===== src/rtl/mc_controller_pkg.sv =====
// rtl/mc_controller_pkg.sv - shared state, opcode, funct and ALU-control encodings
package mc_controller_pkg;

    typedef enum logic [2:0] {
        S_FETCH  = 3'b000,
        S_DECODE = 3'b001,
        S_EXEC   = 3'b010,
        S_MEM    = 3'b011,
        S_WB     = 3'b100,
        S_TRAP   = 3'b101
    } state_t;

    localparam logic [5:0] OP_RTYPE = 6'b000000;
    localparam logic [5:0] OP_LW    = 6'b100011;
    localparam logic [5:0] OP_SW    = 6'b101011;
    localparam logic [5:0] OP_BEQ   = 6'b000100;
    localparam logic [5:0] OP_ADDI  = 6'b001000;
    localparam logic [5:0] OP_SLTI  = 6'b001010;
    localparam logic [5:0] OP_J     = 6'b000010;
    localparam logic [5:0] OP_JAL   = 6'b000011;

    localparam logic [5:0] FN_ADD = 6'b100000;
    localparam logic [5:0] FN_SUB = 6'b100010;
    localparam logic [5:0] FN_AND = 6'b100100;
    localparam logic [5:0] FN_OR  = 6'b100101;
    localparam logic [5:0] FN_SLT = 6'b101010;
    localparam logic [5:0] FN_JR  = 6'b001000;

    localparam logic [2:0] ALU_AND = 3'b000;
    localparam logic [2:0] ALU_OR  = 3'b001;
    localparam logic [2:0] ALU_ADD = 3'b010;
    localparam logic [2:0] ALU_SUB = 3'b110;
    localparam logic [2:0] ALU_SLT = 3'b111;

endpackage


===== src/rtl/mc_controller_alu_decoder.sv =====
// rtl/mc_controller_alu_decoder.sv - opcode/funct to ALU control and legality
module alu_decoder
    import mc_controller_pkg::*;
(
    input  logic [5:0] opcode,
    input  logic [5:0] funct,
    output logic [2:0] alu_cntrl,
    output logic       legal
);

    always_comb begin
        alu_cntrl = ALU_AND;
        legal     = 1'b1;
        case (opcode)
            OP_RTYPE: begin
                case (funct)
                    FN_ADD:  alu_cntrl = ALU_ADD;
                    FN_SUB:  alu_cntrl = ALU_SUB;
                    FN_AND:  alu_cntrl = ALU_AND;
                    FN_OR:   alu_cntrl = ALU_OR;
                    FN_SLT:  alu_cntrl = ALU_SLT;
                    FN_JR:   alu_cntrl = ALU_AND;
                    default: legal     = 1'b0;
                endcase
            end
            OP_LW, OP_SW, OP_ADDI: alu_cntrl = ALU_ADD;
            OP_SLTI:               alu_cntrl = ALU_SLT;
            OP_BEQ:                alu_cntrl = ALU_SUB;
            OP_J, OP_JAL:          alu_cntrl = ALU_AND;
            default:               legal     = 1'b0;
        endcase
    end

endmodule


===== src/rtl/mc_controller.sv =====
// rtl/mc_controller.sv - multi-cycle MIPS control FSM with ready stalls and retire counter
module mc_controller
    import mc_controller_pkg::*;
(
    input  logic        clk,
    input  logic        rst,
    input  logic [5:0]  opcode,
    input  logic [5:0]  funct,
    input  logic        ZERO,
    input  logic        i_ready,
    input  logic        d_ready,
    output logic        reg_dst,
    output logic        jal_reg,
    output logic        pc_to_reg,
    output logic        alu_src,
    output logic        mem_to_reg,
    output logic        jump_sel,
    output logic        pc_jump,
    output logic        pc_src,
    output logic        reg_write,
    output logic        mem_read,
    output logic        mem_write,
    output logic [2:0]  alu_cntrl,
    output logic        ir_write,
    output logic        pc_en,
    output logic        illegal,
    output logic [31:0] retired
);

    state_t      state_q, state_d;
    logic [5:0]  op_q, op_d, fn_q, fn_d;
    logic        illegal_q, illegal_d;
    logic [31:0] retired_q, retired_d;

    logic [2:0]  dec_alu;
    logic        dec_legal;

    alu_decoder u_alu_decoder (
        .opcode    (op_q),
        .funct     (fn_q),
        .alu_cntrl (dec_alu),
        .legal     (dec_legal)
    );

    logic is_r, is_jr, is_lw, is_sw, is_beq, is_j, is_jal;
    assign is_r   = (op_q == OP_RTYPE);
    assign is_jr  = is_r && (fn_q == FN_JR);
    assign is_lw  = (op_q == OP_LW);
    assign is_sw  = (op_q == OP_SW);
    assign is_beq = (op_q == OP_BEQ);
    assign is_j   = (op_q == OP_J);
    assign is_jal = (op_q == OP_JAL);

    logic       c_reg_dst, c_jal_reg, c_pc_to_reg, c_alu_src, c_mem_to_reg;
    logic       c_jump_sel, c_pc_jump, c_pc_src, c_reg_write, c_mem_read;
    logic       c_mem_write, c_ir_write, c_pc_en;
    logic [2:0] c_alu_cntrl;

    always_comb begin
        state_d      = state_q;
        op_d         = op_q;
        fn_d         = fn_q;
        illegal_d    = illegal_q;
        c_reg_dst    = 1'b0;
        c_jal_reg    = 1'b0;
        c_pc_to_reg  = 1'b0;
        c_alu_src    = 1'b0;
        c_mem_to_reg = 1'b0;
        c_jump_sel   = 1'b0;
        c_pc_jump    = 1'b0;
        c_pc_src     = 1'b0;
        c_reg_write  = 1'b0;
        c_mem_read   = 1'b0;
        c_mem_write  = 1'b0;
        c_ir_write   = 1'b0;
        c_pc_en      = 1'b0;
        c_alu_cntrl  = ALU_AND;
        case (state_q)
            S_FETCH: begin
                c_ir_write = 1'b1;
                if (i_ready) begin
                    op_d    = opcode;
                    fn_d    = funct;
                    state_d = S_DECODE;
                end
            end
            S_DECODE: begin
                if (dec_legal) begin
                    state_d = S_EXEC;
                end else begin
                    state_d   = S_TRAP;
                    illegal_d = 1'b1;
                end
            end
            S_EXEC: begin
                c_alu_cntrl = dec_alu;
                if (is_beq) begin
                    c_pc_src = ZERO;
                    c_pc_en  = 1'b1;
                    state_d  = S_FETCH;
                end else if (is_j || is_jal) begin
                    c_pc_jump   = 1'b1;
                    c_jump_sel  = 1'b1;
                    c_pc_en     = 1'b1;
                    c_jal_reg   = is_jal;
                    c_pc_to_reg = is_jal;
                    c_reg_write = is_jal;
                    state_d     = S_FETCH;
                end else if (is_jr) begin
                    c_pc_jump = 1'b1;
                    c_pc_en   = 1'b1;
                    state_d   = S_FETCH;
                end else if (is_lw || is_sw) begin
                    c_alu_src = 1'b1;
                    state_d   = S_MEM;
                end else begin
                    c_alu_src = !is_r;
                    state_d   = S_WB;
                end
            end
            S_MEM: begin
                c_alu_src   = 1'b1;
                c_alu_cntrl = dec_alu;
                c_mem_read  = is_lw;
                c_mem_write = is_sw;
                if (d_ready) begin
                    c_pc_en = is_sw;
                    state_d = is_lw ? S_WB : S_FETCH;
                end
            end
            S_WB: begin
                c_reg_write  = 1'b1;
                c_pc_en      = 1'b1;
                c_alu_src    = !is_r;
                c_alu_cntrl  = dec_alu;
                c_reg_dst    = is_r;
                c_mem_to_reg = is_lw;
                state_d      = S_FETCH;
            end
            S_TRAP:  state_d = S_TRAP;
            default: state_d = S_FETCH;
        endcase
        retired_d = retired_q + {31'b0, c_pc_en};
    end

    always_ff @(posedge clk or negedge rst) begin
        if (!rst) begin
            state_q   <= S_FETCH;
            op_q      <= 6'b0;
            fn_q      <= 6'b0;
            illegal_q <= 1'b0;
            retired_q <= 32'b0;
        end else begin
            state_q   <= state_d;
            op_q      <= op_d;
            fn_q      <= fn_d;
            illegal_q <= illegal_d;
            retired_q <= retired_d;
        end
    end

    // Gating with rst kills strobes the instant reset asserts, so no partial commit.
    assign reg_dst    = rst & c_reg_dst;
    assign jal_reg    = rst & c_jal_reg;
    assign pc_to_reg  = rst & c_pc_to_reg;
    assign alu_src    = rst & c_alu_src;
    assign mem_to_reg = rst & c_mem_to_reg;
    assign jump_sel   = rst & c_jump_sel;
    assign pc_jump    = rst & c_pc_jump;
    assign pc_src     = rst & c_pc_src;
    assign reg_write  = rst & c_reg_write;
    assign mem_read   = rst & c_mem_read;
    assign mem_write  = rst & c_mem_write;
    assign ir_write   = rst & c_ir_write;
    assign pc_en      = rst & c_pc_en;
    assign alu_cntrl  = rst ? c_alu_cntrl : 3'b000;
    assign illegal    = illegal_q;
    assign retired    = retired_q;

endmodule

===== config.mk =====
export PLATFORM = sky130hd
export DESIGN_NAME = mc_controller
export DESIGN_NICKNAME = d
export VERILOG_FILES = /design/src/rtl/mc_controller_pkg.sv /design/src/rtl/mc_controller_alu_decoder.sv /design/src/rtl/mc_controller.sv
export SDC_FILE = /design/constraint.sdc
export NUM_CORES = 1
export LEC_CHECK = 0
export ABC_CLOCK_PERIOD_IN_PS = 2700
export BUFFER_PORTS_ARGS = -buffer_cell sky130_fd_sc_hd__buf_2
export CAP_MARGIN = 25
export CORE_MARGIN = 2
export CORE_UTILIZATION = 48
export DETAILED_ROUTE_END_ITERATION = 7
export GPL_TIMING_DRIVEN = 0
export PLACE_DENSITY = 0.78
export SLEW_MARGIN = 10
export SYNTH_ARGS = -nofsm -noshare
export SYNTH_HDL_FRONTEND = slang
export SYNTH_SLANG_ARGS = --single-unit

===== constraint.sdc =====
create_clock -name clk -period 2.7 [get_ports clk]
set_input_delay 0.405 -clock clk [delete_from_list [all_inputs] [get_ports clk]]
set_output_delay 0.405 -clock clk [all_outputs]
set_load 0.005 [all_outputs]

# ---- Yosys cells after proc, flatten, opt, wreduce, memory -nomap -nowiden
# Index checks and enable logic that the tools add are counted.
dict set report word_totals {
  ff_bits 48
  out_inout_bits 49
  word_cells 93
}
dict set report classes {
  n_addsub 1
  n_eq_ne 20
  mux 41
  bitwise 13
  reduce_logical 13
}
# cell n
set ops {}
lappend ops {{equality test 6 bit (second input constant)} 7}
lappend ops {{adder 32 x 1 -> 32 bit} 1}
lappend ops {{two-way mux 3 bit} 10}
lappend ops {{two-way mux 1 bit} 24}
lappend ops {{case mux 3 bit (4 select lines)} 2}
lappend ops {{equality test 6 x 4 -> 1 bit (second input constant)} 3}
lappend ops {{case mux 3 bit (5 select lines)} 1}
lappend ops {{AND 1 bit} 12}
lappend ops {{equality test 6 x 2 -> 1 bit (second input constant)} 2}
lappend ops {{OR reduction 7 bit} 1}
lappend ops {{equality test 3 x 2 -> 1 bit (second input constant)} 2}
lappend ops {{equality test 3 bit (second input constant)} 2}
lappend ops {{equality test 6 x 3 -> 1 bit (second input constant)} 1}
lappend ops {{zero test 6 bit} 1}
lappend ops {{case mux 1 bit (3 select lines)} 2}
lappend ops {{AND reduction 2 bit} 3}
lappend ops {{OR reduction 3 bit} 2}
lappend ops {{OR reduction 6 bit} 1}
lappend ops {{inequality test 2 bit (second input constant)} 2}
lappend ops {{case mux 1 bit (2 select lines)} 2}
lappend ops {{equality test 3 x 1 -> 1 bit (second input constant)} 1}
lappend ops {{zero test 3 bit} 1}
lappend ops {{logical OR 1 bit} 2}
lappend ops {{logical AND 1 bit} 1}
lappend ops {{other kinds (2)} 2}

# ---- Logic depth before layout (Yosys ltp)
dict set report logic_depth {
  depth_word 8
  ltp_mapped 12
  depth_no_buf 11
}

# ---- Cells and area by module
# From an unflattened synthesis, not the netlist that was laid out.
dict set report hier_totals {
  hier_cells 250
  hier_area_um2 2608.8
}
# module n_inst cells_each area_each_um2 seq_area_each_um2
set by_module_without_submodules {}
lappend by_module_without_submodules {mc_controller 1 219 2438.6 1201.2}
lappend by_module_without_submodules {alu_decoder 1 31 170.2 0.0}

# ---- Worst setup path after synthesis
# Ideal clock, no wire load.
dict set report synth_timing {
  path_type {flip-flop to flip-flop}
  from {register op_q[5]}
  to {register retired_q[28] (netlist: retired[28])}
  setup_ns 0.124
  arrival_time_ns 2.568
  required_time_ns 2.576
  path_slack_ns 0.008
  path_stages_with_launch 11
  cell_sequence {dfrtp_1 -> or3_1 -> or3_4 -> o21a_1 -> o31ai_2 -> ha_1 -> ha_1 -> nand3_2 -> nor4_4 -> nand3_1 -> xnor2_1}
}
dict set report synth_via {
  elab_chain_len 7
}
# item line
set synth_rtl {}
lappend synth_rtl {{start: declaration} mc_controller.sv:31} ;# logic [5:0] op_q, op_d, fn_q, fn_d;
lappend synth_rtl {{start signal: assignment} mc_controller.sv:155} ;# op_q <= op_d;
lappend synth_rtl {{zero test 6 bit} mc_controller.sv:46} ;# assign is_r = (op_q == OP_RTYPE);
lappend synth_rtl {{logical AND 1 bit} mc_controller.sv:47} ;# assign is_jr = is_r && (fn_q == FN_JR);
lappend synth_rtl {{two-way mux 1 bit} mc_controller.sv:109} ;# end else if (is_jr) begin
lappend synth_rtl {{two-way mux 1 bit} mc_controller.sv:101} ;# end else if (is_j || is_jal) begin
lappend synth_rtl {{two-way mux 1 bit} mc_controller.sv:97} ;# if (is_beq) begin
lappend synth_rtl {{case mux 1 bit (3 select lines) *} mc_controller.sv:78} ;# case (state_q)
lappend synth_rtl {{adder 32 x 1 -> 32 bit *} mc_controller.sv:143} ;# retired_d = retired_q + {31'b0, c_pc_en};
lappend synth_rtl {{named net retired_d[28]} mc_controller.sv:33} ;# logic [31:0] retired_q, retired_d;
lappend synth_rtl {{end signal: assignment} mc_controller.sv:158} ;# retired_q <= retired_d;
lappend synth_rtl {{end: declaration} mc_controller.sv:33}
# Mark *: on every way through the listed nets, which the timed path passes. The rest lies on a longest branch.
# A chain may end at the register's enable or synchronous reset.

# ---- Worst setup path in the final report
# Ends and elaborated chain as after synthesis.

==> impl_metrics.tcl <==
set metrics [dict create \
    synth_top_cell_by_area "dfrtp_1" \
    drc 0 \
    ctsHoldBuffers 0 \
    synth_area_leaders "dfrtp_1, xnor2_1, nand2_1, mux2_2, xor2_1" \
    power.density_nw_per_um2 553 \
    ios 66 \
    peakVddDrop_mv 0.565 \
    cts.sinks 48 \
    internal-power_mw 1.23 \
    gp_congestion 0.902 \
    switching_share_pct 33.4 \
    slew_headroom_pct 51.3 \
    cts_root_buf "clkbuf_8" \
    syn-num-nets 269 \
    rr_startpoint "op_q[5]$_DFFE_PN0P_" \
    layout.nets 356 \
    antenna_found_initial 0 \
    grt_pass1_wl_mm 9.65 \
    dp_hpwl_mm 4.19 \
    drive_above_1_share_pct 38.3 \
    diodes 0 \
    combPwrFrac_pct 26.5 \
    die-height_um 77.4 \
    drt-total-wl_mm 5.88 \
    fin_tns_setup_ns -0.957 \
    setup_viol 15 \
    hp-class "in2async" \
    crit_chain "or3_4, or3_4, o21a_1, o31ai_4, ha_4, ha_4, nand3_4, nor4_4, nand3_1, xnor2_1" \
    synthToLayoutAreaGrowth_pct 29.5 \
    core_region_area_um2 5140 \
    grt_max_degree 28 \
    crit_type "reg2reg" \
    worstPathArrival_ns 3.02 \
    startpoint_type "flop" \
    cp_slowest_cell "dfrtp_2" \
    rsz0062_at_grt "yes" \
    cts_tree "built" \
    hold_violations 0 \
    grt-ovfl-total 0 \
    place_ws_ns -0.417 \
    ys.flop_type "dfrtp_1" \
    num_vias 2203 \
    die_w_um 77.4 \
    cts_max_path_buffers 2 \
    setup_slack_ns -0.134 \
    syn_inst 250 \
    fillCellCount 419 \
    synthArstFlopShare_pct 100 \
    final_common_cell "buf_2" \
    pwr-share-seq_pct 49.8 \
    finalPower_mw 1.85 \
    synth_area_um2 2580 \
    violations "setup timing" \
    htree_levels 2 \
    place.port_buffers 65 \
    finalMaxSlewViolations 0 \
    gr-usage-all-layers_pct 20.1 \
    worstRegToRegCells 10 \
    drv_cap 0 \
    power.switching_mw 0.618 \
    cpPeakStageDelay_ns 0.41 \
    fin_skew_ns 0.00418 \
    finalCriticalPeriod_ns 2.83 \
    start_util_pct 50.3 \
    r2r_slack_ns -0.13 \
    end_kind "flop" \
    wl_per_cell_um 14.5 \
    ys_ff_latch 48 \
    insertion_delay_ns 0.29 \
    cts_made_buffers 5 \
    synth_edf_count 0 \
    ys_warn_count 0 \
    yosysUniqueCellTypes 52 \
    clk_pin_slew_ns 0.09 \
    p_leak_nw 1.59 \
    grt_pass1_vias 2041 \
    die-area_um2 5990 \
    max_freq_mhz 353 \
    tightest_slew_ns 0.728 \
    p_clk_share_pct 23.6 \
    status "complete, but fails checks" \
    required_ns 2.88 \
    synth.avg_cell_area_um2 10.3 \
    most-common-layout-cells "buf_2, dfrtp_1, nand2_1" \
    dr.pass1.iters 4 \
    synth_top_area_share_pct 46.5 \
    r2r-end "retired[28]$_DFF_PN0_" \
    ant_nets 0 \
    fin_crit_sh_pct 105 \
    critPathMaxFanout 4 \
    row_count 26 \
    yosysSeqAreaShare_pct 46.5 \
    detail_route.iter0.violations 195 \
    vias_per_cell 5.41 \
]
==> flip-flops by register name, summed over array words and instances (netlist names) <==
register	cells
retired	32
fn_q	6
op_q	6
state_q	3
illegal	1
==> area by class of cell <==
type	count	area, µm²	area share, %
Timing Repair Buffer	80	458	13.7
Multi-Input combinational cell	188	1450	43.2
Inverter	6	22.5	0.673
Tap cell	70	87.6	2.62
Buffer	8	38.8	1.16
Clock buffer	6	82.6	2.47
Sequential cell	48	1200	35.9
Clock inverter	1	8.76	0.262
==> Yosys cell counts (4+ instances only) <==
master and count:
nand4_1 9, xor2_1 7, nand2b_1 8, o21ai_0 8, nor2_1 15, nand3_1 11
clkbuf_1 4, inv_1 6, nor2b_1 7, mux2_2 7, dfrtp_1 48, nor3_1 5
a21oi_1 7, nand2_1 25, xnor2_1 23
==> layer usage <==
| metal | vias to the layer above | share of wire, % | GRT usage, % |
|---|---|---|---|
| met4 | 0 | 1.0 | 5.71 |
| met2 | 89 | 46 | 31.7 |
| met1 | 1048 | 45 | 28.6 |
| met3 | 6 | 7.5 | 3.84 |
| met5 | - | 0 | 0 |
| li1 | 1060 | - | - |
==> worst max-delay path: cells and delay by family (launching register included) <==
kind	cells	cell delay [ns]
adders and majority gates	2	0.37
and+or+nand+nor	5	1.30
AOI/OAI and AO/OA	2	0.49
xor gates and xnor gates	1	0.14
DFF	1	0.41
==> repair_timing <==
action	CTS	global route
cloned	0	0
buffers inserted	7	7
setup endpoints to repair	24	26
gates resized for setup	14	14
pin swaps	17	14
==> cell families (layout without fill, tap and decap cells) <==
group	Yosys count	count (layout)	synth area share, %
and+or+nand+nor	113	113	27.6
DFF	48	48	46.5
AOI/OAI and AO/OA	36	36	9.44
xor gates and xnor gates	30	30	10.2
buffers and inverters	14	101	2.32
muxes	7	7	3.05
adders and majority gates	2	2	0.968
==> worst max path at each step <==
| stage | startpoint | to | slack (ns) | depth (start not counted) |
|---|---|---|---|---|
| after floorplan | op_q[5]$_DFFE_PN0P_ | retired[28]$_DFF_PN0_ | 0.008 | 10 |
| after global placement | op_q[5]$_DFFE_PN0P_ | retired[22]$_DFF_PN0_ | -0.41 | 10 |
| after detailed placement | op_q[3]$_DFFE_PN0P_ | retired[22]$_DFF_PN0_ | -0.42 | 10 |
| after CTS | op_q[5]$_DFFE_PN0P_ | retired[28]$_DFF_PN0_ | -0.18 | 10 |
| after global routing | op_q[5]$_DFFE_PN0P_ | retired[28]$_DFF_PN0_ | -0.25 | 10 |
| final | op_q[5]$_DFFE_PN0P_ | retired[28]$_DFF_PN0_ | -0.13 | 10 |
==> power groups by stage <==
stage | logic, mW | clock network (mW) | registers (mW)
floorplan | 0.306 | 0 | 0.904
global placement | 0.418 | 0 | 0.922
detailed placement | 0.431 | 0 | 0.926
CTS | 0.480 | 0.450 | 0.915
global route | 0.545 | 0.474 | 0.942
finish | 0.491 | 0.438 | 0.922
==> stage by stage <==
| step | util [%] | std cells | cell area (µm²) | hold WS (ns) |
|---|---|---|---|---|
| 2_1_floorplan | - | 250 | 2580 | 0.109 |
| 3_5_place_dp | 58.7 | 386 | 3020 | 0.432 |
| 4_1_cts | 62.9 | 400 | 3230 | 0.101 |
| 3_3_place_gp | 58.3 | 385 | 3000 | 0.454 |
| 5_1_grt | 65.1 | 407 | 3350 | 0.132 |
| 6_report | 65.1 | 407 | 3350 | 0.0951 |
(Power assumes the default switching activity.)
